### config.mk
export PLATFORM = sky130hd
export DESIGN_NAME = y_gate_stream
export DESIGN_NICKNAME = d
export VERILOG_FILES = /design/src/rtl/y_gate_stream_pkg.sv /design/src/rtl/fp16_mul.sv /design/src/rtl/y_gate_fifo.sv /design/src/rtl/y_gate_stream.sv
export SDC_FILE = /design/constraint.sdc
export NUM_CORES = 1
export LEC_CHECK = 0
export CAP_MARGIN = 10
export CORE_ASPECT_RATIO = 0.6
export CORE_MARGIN = 5
export CORE_UTILIZATION = 47
export DETAILED_ROUTE_END_ITERATION = 8
export HOLD_SLACK_MARGIN = 0.08
export PLACE_DENSITY = 0.73
export SKIP_LAST_GASP = 1
export SYNTH_ARGS = -nofsm -noshare
export SYNTH_HDL_FRONTEND = slang
export SYNTH_HIERARCHICAL = 1
export SYNTH_SLANG_ARGS = --single-unit
### constraint.sdc
create_clock -name clk -period 42 [get_ports clk]
set_clock_uncertainty 0.2 [all_clocks]
set_input_delay 8.4 -clock clk [delete_from_list [all_inputs] [get_ports clk]]
set_output_delay 8.4 -clock clk [all_outputs]
set_load 0.01 [all_outputs]
### src/rtl/y_gate_stream_pkg.sv
// Shared definitions for the SSM output side: fp16 constants, FSM states and
// the flat element-index helper used by the SSM-side blocks.
package y_gate_stream_pkg;
  localparam int DW = 16;
  localparam logic [15:0] POS_ZERO = 16'h0000;
  localparam logic [15:0] ONE      = 16'h3C00;
  localparam logic [15:0] QNAN     = 16'h7E00;

  typedef enum logic [1:0] {S_IDLE, S_RUN, S_DRAIN, S_DONE} state_e;

  function automatic int elem_idx(input int b, input int h, input int p,
                                  input int n_h, input int n_p);
    return (b * n_h + h) * n_p + p;
  endfunction
endpackage

### src/rtl/fp16_mul.sv
// IEEE fp16 multiplier, round-to-nearest-even, subnormals supported.
// Fixed latency of M_LAT cycles; the pipeline never stalls.
module fp16_mul
  import y_gate_stream_pkg::*;
#(
  parameter int M_LAT = 6
) (
  input  logic          clk,
  input  logic [DW-1:0] a,
  input  logic [DW-1:0] b,
  output logic [DW-1:0] p
);
  function automatic logic [15:0] fp16_mul_rne(input logic [15:0] x, input logic [15:0] y);
    logic        s;
    logic [4:0]  ex, ey;
    logic [10:0] sx, sy;
    logic [21:0] prod, mask;
    logic [14:0] mag;
    logic        sticky, inc;
    int          lead, e, sh;
    s  = x[15] ^ y[15];
    ex = x[14:10];
    ey = y[14:10];
    if ((ex == 5'd31 && x[9:0] != 10'd0) || (ey == 5'd31 && y[9:0] != 10'd0)) return QNAN;
    if (ex == 5'd31 || ey == 5'd31) begin
      if (x[14:0] == 15'd0 || y[14:0] == 15'd0) return QNAN;
      return {s, 15'h7C00};
    end
    if (x[14:0] == 15'd0 || y[14:0] == 15'd0) return {s, 15'd0};
    sx   = {(ex != 5'd0), x[9:0]};
    sy   = {(ey != 5'd0), y[9:0]};
    prod = {11'd0, sx} * {11'd0, sy};
    lead = 0;
    for (int i = 0; i < 22; i++) if (prod[i]) lead = i;
    e = lead + ((ex == 5'd0) ? 1 : int'(ex)) + ((ey == 5'd0) ? 1 : int'(ey)) - 35;
    if (e >= 31) return {s, 15'h7C00};
    prod   = prod << (21 - lead);
    sticky = 1'b0;
    // Results below the normal range are denormalised before rounding
    if (e < 1) begin
      sh = 1 - e;
      if (sh > 21) begin
        sticky = |prod;
        prod   = 22'd0;
      end else begin
        mask   = (22'd1 << sh) - 22'd1;
        sticky = |(prod & mask);
        prod   = prod >> sh;
      end
      e = 0;
    end
    sticky = sticky | (|prod[9:0]);
    inc    = prod[10] & (sticky | prod[11]);
    mag    = {5'(e), prod[20:11]} + {14'd0, inc};
    return {s, mag};
  endfunction

  logic [DW-1:0] prod_d;
  logic [DW-1:0] pipe_q [M_LAT];

  always_comb prod_d = fp16_mul_rne(a, b);

  always_ff @(posedge clk) begin
    pipe_q[0] <= prod_d;
    for (int i = 1; i < M_LAT; i++) pipe_q[i] <= pipe_q[i-1];
  end

  assign p = pipe_q[M_LAT-1];
endmodule

### src/rtl/y_gate_fifo.sv
// First-word-fall-through FIFO with occupancy count; dout is the head entry.
// Push while full is accepted only together with a pop.
module y_gate_fifo
  import y_gate_stream_pkg::*;
#(
  parameter int DEPTH = 8,
  parameter int W     = 8,
  localparam int CW   = $clog2(DEPTH + 1),
  localparam int PW   = (DEPTH > 1) ? $clog2(DEPTH) : 1
) (
  input  logic          clk,
  input  logic          rst,
  input  logic          push,
  input  logic [W-1:0]  din,
  input  logic          pop,
  output logic [W-1:0]  dout,
  output logic          empty,
  output logic [CW-1:0] count
);
  logic [W-1:0]  mem_q [DEPTH];
  logic [PW-1:0] wr_q, wr_d, rd_q, rd_d;
  logic [CW-1:0] cnt_q, cnt_d;
  logic          do_push, do_pop;

  always_comb begin
    do_pop  = pop && (cnt_q != '0);
    do_push = push && ((cnt_q != CW'(DEPTH)) || do_pop);
    wr_d    = wr_q;
    rd_d    = rd_q;
    if (do_push) wr_d = (wr_q == PW'(DEPTH - 1)) ? '0 : wr_q + PW'(1);
    if (do_pop)  rd_d = (rd_q == PW'(DEPTH - 1)) ? '0 : rd_q + PW'(1);
    cnt_d = cnt_q + CW'(do_push) - CW'(do_pop);
  end

  always_ff @(posedge clk) begin
    if (rst) begin
      wr_q  <= '0;
      rd_q  <= '0;
      cnt_q <= '0;
    end else begin
      wr_q  <= wr_d;
      rd_q  <= rd_d;
      cnt_q <= cnt_d;
    end
  end

  always_ff @(posedge clk) begin
    if (do_push) mem_q[wr_q] <= din;
  end

  assign dout  = mem_q[rd_q];
  assign empty = (cnt_q == '0);
  assign count = cnt_q;
endmodule

### src/rtl/y_gate_stream.sv
// Captures the SSM y vector on start, multiplies each element by its gate
// value and streams the products out in index order through a credited FIFO.
module y_gate_stream
  import y_gate_stream_pkg::*;
#(
  parameter int B     = 1,
  parameter int H     = 4,
  parameter int P     = 4,
  parameter int DW    = 16,
  parameter int M_LAT = 6,
  localparam int E    = B * H * P,
  localparam int F    = M_LAT + 2,
  localparam int IW   = (E > 1) ? $clog2(E) : 1
) (
  input  logic            clk,
  input  logic            rst,
  input  logic            start,
  input  logic [E*DW-1:0] y_flat,
  input  logic [E*DW-1:0] zg_flat,
  output logic [DW-1:0]   out_data,
  output logic [IW-1:0]   out_idx,
  output logic            out_valid,
  input  logic            out_ready,
  output logic            out_last,
  output logic            busy,
  output logic            done
);
  localparam int CW = $clog2(F + 1);
  localparam int TW = DW + IW + 1;
  localparam logic [IW-1:0] LAST_IDX = IW'(E - 1);
  localparam logic [CW:0]   F_L      = (CW + 1)'(F);

  state_e          state_q, state_d;
  logic [E*DW-1:0] y_q, y_d, zg_q, zg_d;
  logic [IW-1:0]   issue_cnt_q, issue_cnt_d;
  logic [CW-1:0]   inflight_q, inflight_d;
  logic [M_LAT-1:0] tag_vld_q, tag_vld_d;
  logic [IW:0]     tag_q [M_LAT];
  logic [IW:0]     tag_d [M_LAT];
  logic            issue, push, pop, credit_ok, fifo_empty;
  logic [CW-1:0]   fifo_cnt;
  logic [DW-1:0]   mul_a, mul_b, mul_p;
  logic [TW-1:0]   head;

  assign out_valid = !fifo_empty;
  assign pop       = out_valid && out_ready;
  assign push      = tag_vld_q[M_LAT-1];
  // Products already in flight hold a credit until they land in the FIFO
  assign credit_ok = ({1'b0, inflight_q} + {1'b0, fifo_cnt}) < (F_L + {{CW{1'b0}}, pop});
  assign mul_a     = y_q[issue_cnt_q*DW +: DW];
  assign mul_b     = zg_q[issue_cnt_q*DW +: DW];

  always_comb begin
    state_d     = state_q;
    issue_cnt_d = issue_cnt_q;
    y_d         = y_q;
    zg_d        = zg_q;
    issue       = 1'b0;
    case (state_q)
      S_IDLE: begin
        if (start) begin
          y_d         = y_flat;
          zg_d        = zg_flat;
          issue_cnt_d = '0;
          state_d     = S_RUN;
        end
      end
      S_RUN: begin
        if (credit_ok) begin
          issue       = 1'b1;
          issue_cnt_d = issue_cnt_q + IW'(1);
          if (issue_cnt_q == LAST_IDX) state_d = S_DRAIN;
        end
      end
      S_DRAIN: if (pop && out_last) state_d = S_DONE;
      S_DONE:  state_d = S_IDLE;
      default: state_d = S_IDLE;
    endcase
  end

  always_comb begin
    inflight_d   = inflight_q + CW'(issue) - CW'(push);
    tag_vld_d    = tag_vld_q << 1;
    tag_vld_d[0] = issue;
    tag_d[0]     = {issue_cnt_q, issue_cnt_q == LAST_IDX};
    for (int i = 1; i < M_LAT; i++) tag_d[i] = tag_q[i-1];
  end

  always_ff @(posedge clk) begin
    if (rst) begin
      state_q     <= S_IDLE;
      issue_cnt_q <= '0;
      inflight_q  <= '0;
      tag_vld_q   <= '0;
    end else begin
      state_q     <= state_d;
      issue_cnt_q <= issue_cnt_d;
      inflight_q  <= inflight_d;
      tag_vld_q   <= tag_vld_d;
    end
  end

  always_ff @(posedge clk) begin
    y_q   <= y_d;
    zg_q  <= zg_d;
    tag_q <= tag_d;
  end

  fp16_mul #(.M_LAT(M_LAT)) u_mul (
    .clk (clk),
    .a   (mul_a),
    .b   (mul_b),
    .p   (mul_p)
  );

  y_gate_fifo #(.DEPTH(F), .W(TW)) u_fifo (
    .clk   (clk),
    .rst   (rst),
    .push  (push),
    .din   ({mul_p, tag_q[M_LAT-1]}),
    .pop   (pop),
    .dout  (head),
    .empty (fifo_empty),
    .count (fifo_cnt)
  );

  assign out_data = out_valid ? head[TW-1 -: DW] : DW'(POS_ZERO);
  assign out_idx  = out_valid ? head[IW:1] : '0;
  assign out_last = out_valid && head[0];
  assign busy     = (state_q != S_IDLE);
  assign done     = (state_q == S_DONE);
endmodule

# Word-level counts from Yosys, hierarchy flattened
# Memory sizes are Yosys's and may differ from the RTL's. A register that Yosys moved wholly into a read port is not among the register bits.
# Index checks and enable logic that the tools add are counted.
# word_totals
reg_bits	568
word_cells	175
ram_bits	264
n_memories	2
# mem_list
memory	words	width	rd	rd_ports_with_merged_regs	write_ports	line_no	rtl
u_fifo.mem_q	8	21	1	1	1	y_gate_fifo.sv:20	logic [W-1:0] mem_q [DEPTH];
u_mul.pipe_q	6	16	6	0	6	fp16_mul.sv:59	logic [DW-1:0] pipe_q [M_LAT];
# classes
n_addsub	16
n_reduce_logical	31
multipliers	1
eq_ne	13
n_shift	5
n_mux	83
bitwise_logic	5
n_lt_le_gt_ge	4
# op_table
cell	count
$shiftx 256x9->16	2
$mux 16	11
$mux 21	6
$mux 32	3
$mux 5	13
$add 32x32->32	2
$mux 4	11
$reduce_or 22->1	2
$ge 32x6->1 const B	1
$gt 32x6->1 const B	1
$lt 32x2->1 const B	1
$shl 1x32->22 const A	1
$shl 22x32->22	1
$shr 22x32->21	1
$sub 2x32->32 const A	1
$sub 32x7->32 const B	1
$sub 6x32->32 const A	1
$logic_not 15->1	2
$mux 3	8
$mux 1	23
$and 22x22->22	1
$mul 11x11->22	1
$sub 22x1->22 const B	1
$reduce_bool 10->1	2
34 further kinds	61

# Depth between registers and ports, before layout
# Gate-level depths: netlist of run 1.
# logic_depth
word_depth	49
depth_mapped	59
ltp_nobuf	51

# By module
# Netlist of run 1, hierarchy kept.
# by_module_without_submodules
mod	instances	area_each_um2	cells_each	seq_area_each_um2
y_gate_stream	1	20917.6	868	16295.6
fp16_mul	1	11492.3	1420	1921.8
y_gate_fifo	1	7229.4	335	5305.1

# Worst setup path before layout of run 1
# OpenSTA, ideal clock, no wires.
# synth_path
kind	input to register
start	in start
end	reg y_q[0] (enable)
path_stages	2
required_time_ns	40.942
t_arrival_ns	18.362
slack_ns	22.580
n_path_buf	0
path_cell_list	nand2_1 inv_1
# synth_between
elab_chain_len	1
# synth_lines
item	line_no	rtl
start, declared	y_gate_stream.sv:17	input logic start,
$reduce_and 2->1 (no source line)	--	
end signal, assigned	y_gate_stream.sv:104	y_q <= y_d;
end, declared	y_gate_stream.sv:34	logic [E*DW-1:0] y_q, y_d, zg_q, zg_d;
# No other way between the ends.
# A chain may end at the register's enable or synchronous reset.

==> metrics.txt, run 1 <==
outcome completed; synthesis warning total 6; max_slew headroom 0.221; ys flop type edfxtp_1; Worst Tran Pin Value 1.16 ns; R2R cell count 44; Die ar. 0.0904 mm²; crit start category flop; Post-CTS Resized 0; Async SR Flop Fraction 0; Final Hold Viols 0; max_cap viols 0; Cells after Synth 2,623; Core Rows 82; HP Class reg -> reg; worst path arrival time 17.95 ns; Seq/Total Area, Yosys 0.593; clk sinks 835; core box area 0.0835 mm²; DIE HEIGHT 235 µm; I/O pins 540; Area growth syn-to-layout 23.2%; 1st-pass router iterations 8; CTS tree yes; via count 26.0k; post-detail-place hpwl 87,200 µm; Hold Path End u_mul/pipe_q[4][9]; Synth Cell Area 0.0396 mm²; clk buf depth 3; first-pass GRT wire length 172,000 µm; Starting Density 0.475; post-route minimum period 17.65 ns; insertion delay to the later sink of the worst-skew pair 0.65 ns; Routed Antenna Nets 0; DRC viols 0; Post-CTS Setup Inserts 0; fin area 0.0488 mm²; PortBufs 539; Top delay family on crit path simple AND/OR/NAND/NOR gates; final setup fails 0; Post-synth top cells 680 x edfxtp_1, 163 x mux4_2, 162 x inv_1; Unique masters post-synth 113; fillcell total 6,394; accumulated negative setup slack 0 ns; hold path depth 0; Syn Area/Cell 15.1 µm²; htree depth 3; crit share post-route 0.420; worst stage delay on the critical path 0.95 ns; grt ovf 0; RSZ-0062 raised after global routing no; layout cell share with drive strength beyond 1 0.133; Die X 385 µm; CP Max Fanout 52; cts hold-fix bufs 0; Yosys reg bits 835; CP required 42.31 ns; crit path buf inv count 7; Slew Limit Fails 0; largest net degree at the start of global routing 197; 1st-iter DRT viols 2,928; Max Freq 0.0567 GHz; GP Congestion 0.939; r2r endpoint u_mul/pipe_q[0][10]; cell with the most instances after synthesis edfxtp_1; Crit. End Element flop; clock slew at reported path FFs 0.06 ns; Clock Root Buffer clkbuf_16; Total GRT Usage 0.256; WS Path Type reg -> reg; largest cells by area after synthesis edfxtp_1 52%, mux4_2 9.3%, dfxtp_1 7.8%; DR WL/cell 26.8 µm; DR vias/cell 5.96; post-synth top area share 0.515; Net Count, Synth 3,327; Cell Area, Placed 0.0462 mm²; Yosys top cell by area edfxtp_1; Critical R2R Launch issue_cnt_q[1]; FF-to-FF setup slack 24.35 ns; vias in the first global route 26.2k; slowest stage cell, crit path nor4_1; TritonCTS Buffers 75; EDFF count, synth 680; initial antenna violation count 28; hold_sp u_mul/pipe_q[3][9]; Most common cell on crit path fa_1; final wirelength 117,000 µm; final net count 3,851
[flip-flops by register name, indices dropped and copies added, names as in the netlist, 4 cells and up, named ones only]
name / count
inflight_q: 4
issue_cnt_q: 4
tag_d: 25
tag_q: 5
tag_vld_q: 6
u_fifo/count: 4
u_fifo/mem_q: 168
u_mul/pipe_q: 96
y_q: 256
zg_q: 256
[placed cells by master, fill, tap and decap left out, types with 11 or more instances in the layout]
master and n:
edfxtp_1 680, clkdlybuf4s50_1 539, mux4_2 163, inv_1 161, dfxtp_1 150, nand2_1 140
nor2_1 106, ha_1 99, fa_1 89, clkbuf_16 78, nor3_1 75, and2_1 75
a21oi_1 67, o21ai_0 54, nand3_1 54, nor2b_1 48, mux4_1 40, buf_4 36
a31oi_1 27, nor4_1 25, a221oi_1 25, diode_2 22, mux2_2 22, xnor2_1 21
nand4_1 21, o31ai_1 18, xor2_1 15, and3_1 15, clkinv_2 14, o211ai_1 14
nand2b_1 13, a211oi_1 12, o211a_1 12, clkbuf_1 11, nor3_2 11
[how the worst max path moves through the flow]
stage | to | slack, ns | cells after the start | startpoint
floorplan | y_q[0] | 22.58 | 2 | start
global placement | u_mul/pipe_q[0][10] | 25.41 | 44 | issue_cnt_q[1]
detailed placement | u_mul/pipe_q[0][10] | 24.74 | 44 | issue_cnt_q[1]
CTS | u_mul/pipe_q[0][10] | 24.71 | 44 | issue_cnt_q[1]
global route | u_mul/pipe_q[0][10] | 23.53 | 44 | issue_cnt_q[1]
finish | u_mul/pipe_q[0][10] | 24.35 | 44 | issue_cnt_q[1]
[metrics by stage]
step,hold WS [ns],util,worst slack (ns),std cells
6_report,0.121,0.585,24.35,4363
5_1_grt,0.131,0.585,23.53,4363
4_1_cts,0.125,0.584,24.71,4341
3_5_place_dp,0.112,0.553,24.74,4204
3_3_place_gp,0.110,0.553,25.41,4202
2_1_floorplan,0.110,-,22.58,2623
[cell type report]
class                      count  area [µm²]  share of cell area
sequential                   835       23500               0.482
multi-input combinational   1491       14900               0.305
timing repair buffer         579        5730               0.117
clock buffer                  94        2050              0.0421
tap                         1134        1420              0.0291
inverter                     165         627              0.0128
clock inverter                43         519              0.0106
antenna                       22        55.1             0.00113
[per-layer routing]
metal  wire length (µm)  share of wire  GRT usage  vias to the layer above
li1                   -              -          -                    11300
met1              48900           0.42      0.365                    13200
met2              53100           0.45      0.384                     1332
met3              12500           0.11     0.0820                      143
met4               2270          0.019     0.0619                       10
met5                 63        0.00054          0                        -
[kinds of logic after synthesis]
family                     Yosys count  synth area share
adders and majority gates          188            0.0762
AOI/OAI and AO/OA                  384            0.0750
xor gates and xnor gates            37           0.00852
and+or+nand+nor                    647            0.0867
muxes                              235             0.128
buffers and inverters              297            0.0322
DFF                                835             0.593
Power of run 1 is left out: the tool's default activity adds up to more than one toggle a clock period on the data nets, which glitch-free logic cannot reach.
==> inputs of run 2 (changes only) <==
==> constraint.sdc (replaced) <==
create_clock -name clk -period 17.4 [get_ports clk]
set_clock_uncertainty 0.2 [all_clocks]
set_input_delay 3.48 -clock clk [delete_from_list [all_inputs] [get_ports clk]]
set_output_delay 3.48 -clock clk [all_outputs]
set_load 0.01 [all_outputs]
==> metrics.txt, run 2 (synthesized netlist as in run 1, its figures left out) <==
outcome completed; accumulated negative setup slack 0 ns; RSZ-0062 raised after global routing no; TritonCTS Buffers 75; Core Rows 82; post-route minimum period 15.97 ns; Crit. End Element flop; crit start category flop; Post-CTS Resized 0; clk buf depth 3; CP required 17.76 ns; Largest regs y_q: 256 flops, zg_q: 256 flops, u_fifo/mem_q: 168 flops; post-detail-place hpwl 87,400 µm; Die ar. 0.0904 mm²; clk sinks 835; Area growth syn-to-layout 23.0%; largest net degree at the start of global routing 183; GP Congestion 0.977; worst stage delay on the critical path 0.89 ns; core box area 0.0835 mm²; final wirelength 117,000 µm; Final Hold Viols 0; WS Path Type reg -> reg; initial antenna violation count 26; CP Max Fanout 47; most common cell after layout, fill and taps aside edfxtp_1; grt ovf 0; Total GRT Usage 0.256; first-pass GRT wire length 173,000 µm; insertion delay to the later sink of the worst-skew pair 0.65 ns; Starting Density 0.475; Max Freq 0.0626 GHz; Clock Root Buffer clkbuf_16; max_cap viols 0; htree depth 3; worst path arrival time 16.32 ns; cts hold-fix bufs 0; Slew Limit Fails 0; commonest cells after routing, fill and taps aside 680 x edfxtp_1, 539 x clkdlybuf4s50_1, 163 x mux4_2, 161 x inv_1, 150 x dfxtp_1; clock slew at reported path FFs 0.07 ns; final setup fails 0; 1st-iter DRT viols 2,949; DR vias/cell 6.08; DR WL/cell 26.9 µm; HP Class reg -> reg; via count 26.5k; Post-CTS Setup Inserts 0; DRC viols 0; Routed Antenna Nets 0; fillcell total 6,392; Die X 385 µm; Worst Tran Pin Value 1.21 ns; vias in the first global route 26.2k; I/O pins 540; final net count 3,860; crit share post-route 0.918; slowest stage cell, crit path dfxtp_4; max_slew headroom 0.179; DIE HEIGHT 235 µm; PortBufs 539; layout cell share with drive strength beyond 1 0.134; 1st-pass router iterations 6; CTS tree yes
-- run 2: path summary, 6_finish.rpt --
kind	slack [ns]	startpoint	to	depth (start not counted)
setup / recovery	1.43	issue_cnt_q[0]	u_mul/pipe_q[0][10]	49
hold / removal	0.11	u_mul/pipe_q[1][7]	u_mul/pipe_q[2][7]	0
setup reg to reg	1.43	issue_cnt_q[0]	u_mul/pipe_q[0][10]	49
hold reg to reg	0.11	u_mul/pipe_q[1][7]	u_mul/pipe_q[2][7]	0
-- run 2: stage by stage --
stage                      util  instances  hold slack, ns  setup WS (ns)  area [µm²]
after detailed placement  0.554       4212           0.112           1.78       46200
after floorplan               -       2623           0.110           2.90       39600
final                     0.584       4367           0.107           1.43       48800
after CTS                 0.583       4348           0.108           1.71       48700
after global placement    0.554       4212           0.110           2.23       46200
after global routing      0.584       4367           0.121          0.538       48800
-- run 2: routing by layer --
layer,part of all wire,GRT usage,vias up
li1,-,-,11300
met1,0.42,0.381,13500
met2,0.45,0.380,1538
met3,0.11,0.0677,185
met4,0.020,0.0572,10
met5,0.00045,0.000529,-
-- run 2: area by class of cell --
class	count	area, µm²	area share
diodes	18	45.0	0.000924
clock buffers	92	2020	0.0415
clock inverters	44	434	0.00891
inverters	165	627	0.0129
multi-input cells	1491	14900	0.305
flip-flops and latches	835	23500	0.483
well taps	1134	1420	0.0291
repair buffers	588	5790	0.119
-- run 2: worst max-delay path: cells and delay by family (launching register included) --
| family | cells | cell delay [ns] |
|---|---|---|
| AOI/OAI and AO/OA | 11 | 2.85 |
| xor gates and xnor gates | 1 | 0.51 |
| adders and majority gates | 11 | 5.02 |
| buffers and inverters | 10 | 1.11 |
| DFF | 1 | 0.89 |
| muxes | 2 | 1.17 |
| and+or+nand+nor | 14 | 4.04 |
Power of run 2 is left out for the same reason.
==> patch, RTL diff (settings of run 2) <==
Re-encode `state_e` (4 states) as one-hot, 4 bits wide.
--- a/src/rtl/y_gate_stream_pkg.sv
+++ b/src/rtl/y_gate_stream_pkg.sv
@@ -6,7 +6,7 @@
   localparam logic [15:0] ONE      = 16'h3C00;
   localparam logic [15:0] QNAN     = 16'h7E00;
 
-  typedef enum logic [1:0] {S_IDLE, S_RUN, S_DRAIN, S_DONE} state_e;
+  typedef enum logic [3:0] {S_IDLE = 4'b0001, S_RUN = 4'b0010, S_DRAIN = 4'b0100, S_DONE = 4'b1000} state_e;
 
   function automatic int elem_idx(input int b, input int h, input int p,
                                   input int n_h, input int n_p);
Check against the original RTL: no difference found for any inputs over 4 cycles, from zero or initial values and one cycle with rst high; so few cycles prove little.
==> patch against run 2 <==
Setup slack worse by 400 ps; synthesized cell count up 0.69%; sequential share of layout area up 0.25 points; wire length up 2.3%; sequential cell count up 2; area after synthesis down 0.42%; global-route usage up 0.79 points; final area down 0.34%; largest cell class unchanged.
Power is left out: the tool's default activity adds up to more than one toggle a clock period on the data nets, which glitch-free logic cannot reach.
==> patch: results (changes against run 2) <==
Job
  – MaxCap Viol Count: 0 (unchanged)

Place
  – Pre-CTS setup slack: 1360 ps (-413 ps)
  – GPL Wtd Cong: 0.933 (-4.5%)
  – Post-detail-place hpwl: 90,100 um (+3.1%)
  – Port buffer count: 539 (unchanged)

Worst setup path
  – Crit path max fanout: 29 (-38%)
  – RR Endpoint: u_mul/pipe_q[0][0]
  – Worst reg2reg setup slack: 1030 ps (-400 ps)
  – CP delay by family, top: simple AND/OR/NAND/NOR gates
  – CP max stage delay: 740 ps (-150 ps)
  – Register-to-Register Path Depth: 48 (-2.0%)
  – Crit path DAT: 16,690 ps (+370 ps)
  – CP max-delay cell: dfxtp_4

Synthesis
  – Post-synth ARST share: 0% (unchanged)
  – Netlist cell types: 106 (-6.2%)
  – Mapped Nets: 3,340 (+0.39%)
  – Share of the yosys chip area belonging to registers: 59.7% (+0.35 points)
  – Top_reg_cell synth: edfxtp_1
  – Synth warn: 6 (unchanged)
  – Synth area leaders: edfxtp_1 (52%), mux4_2 (9.4%), dfxtp_1 (8.0%), fa_1 (4.5%), ha_1 (3.0%)
  – Commonest cells post-synth: edfxtp_1 (680), nand2_1 (167), mux4_2 (165)

Global route
  – Largest net degree at the start of global routing: 189 (+3.3%)
  – Total GRT Usage: 26.4% (+0.79 points)
  – Global-route wire length before repair: 173,000 um (+0.16%)
  – Initial antenna violation count: 33 (+27%)
  – Vias in the first global route: 25,938 (-1.0%)

Final layout
  – Top Registers: y_q: 256 flops, zg_q: 256 flops, u_fifo/mem_q: 168 flops
  – Final #Nets: 3,868 (+0.21%)
  – Share of cells above drive strength 1: 12.7% (-0.72 points)

Worst hold path
  – HP Start: u_mul/pipe_q[4][7]
  – Min-Delay Endpoint: u_mul/pipe_q[5][7]

Drt
  – First drt pass iteration count: 9 (+3)
  – Routed wire length: 120,000 um (+2.3%)
  – Vias per inst: 5.92 (-2.6%)
  – Iter 0 DRT Violations: 2,934 (-0.51%)

STA
  – Slew at the pin closest to its max-slew limit: 1110 ps (-101 ps)
  – Period utilization: 94.1% (+2.3 points)

Clocking
  – Clock Latency Late Sink: 650 ps (about the same)
  – Max clock buf depth: 3 (unchanged)
  – Setup bufs post-CTS: 0 (unchanged)
  – Total CTS buffers: 74 (-1.3%)
  – Cts repair resizes: 0 (unchanged)

Outcome
  – Outcome: completed
## patch: area by class of cell
class | count | area (um2)
Timing Repair Buffer | 584 | 5780
Clock buffer | 104 | 2110
Antenna cell | 28 | 70.1
Tap cell | 1134 | 1420
Multi-Input combinational cell | 1518 | 14800
Inverter | 154 | 578
Clock inverter | 27 | 307
Sequential cell | 837 | 23600
Fill cell | 6312 | 34800
## patch: worst max path at each step
stage                                    end           start  cells after the start
after floorplan           u_mul/pipe_q[0][0]  issue_cnt_q[0]                     57
after global placement    u_mul/pipe_q[0][0]  issue_cnt_q[0]                     50
after detailed placement  u_mul/pipe_q[0][0]  issue_cnt_q[0]                     48
after CTS                 u_mul/pipe_q[0][0]  issue_cnt_q[0]                     48
after global routing      u_mul/pipe_q[0][0]  issue_cnt_q[0]                     50
final                     u_mul/pipe_q[0][0]  issue_cnt_q[0]                     48
## patch: per-stage QoR
stage	hold WS, ps	util, %	area (um2)	cells
CTS	119	58.2	48500	4358
floorplan	110	-	39500	2641
finish	122	58.3	48600	4386
detailed placement	112	55.3	46100	4227
global route	125	58.2	48600	4385
global placement	110	55.3	46100	4227
## patch: layer usage
layer  wire length, um  share of wire [%]  GRT usage, %  vias to the layer above
li1                  -                  -             -                    11281
met1             50300                 42          37.5                    13118
met2             53100                 44          38.7                     1388
met3             14000                 12          9.56                      159
met4              2590                2.2          7.29                       10
met5                70              0.058             0                        -
## patch: cell families after synthesis
kind of cell               Yosys count  share of synthesized area [%]
DFF                                837                           59.7
buffers and inverters              286                           3.10
adders and majority gates          183                           7.49
AOI/OAI and AO/OA                  402                           7.25
and+or+nand+nor                    658                           8.65
xor gates and xnor gates            36                          0.799
muxes                              239                           13.0
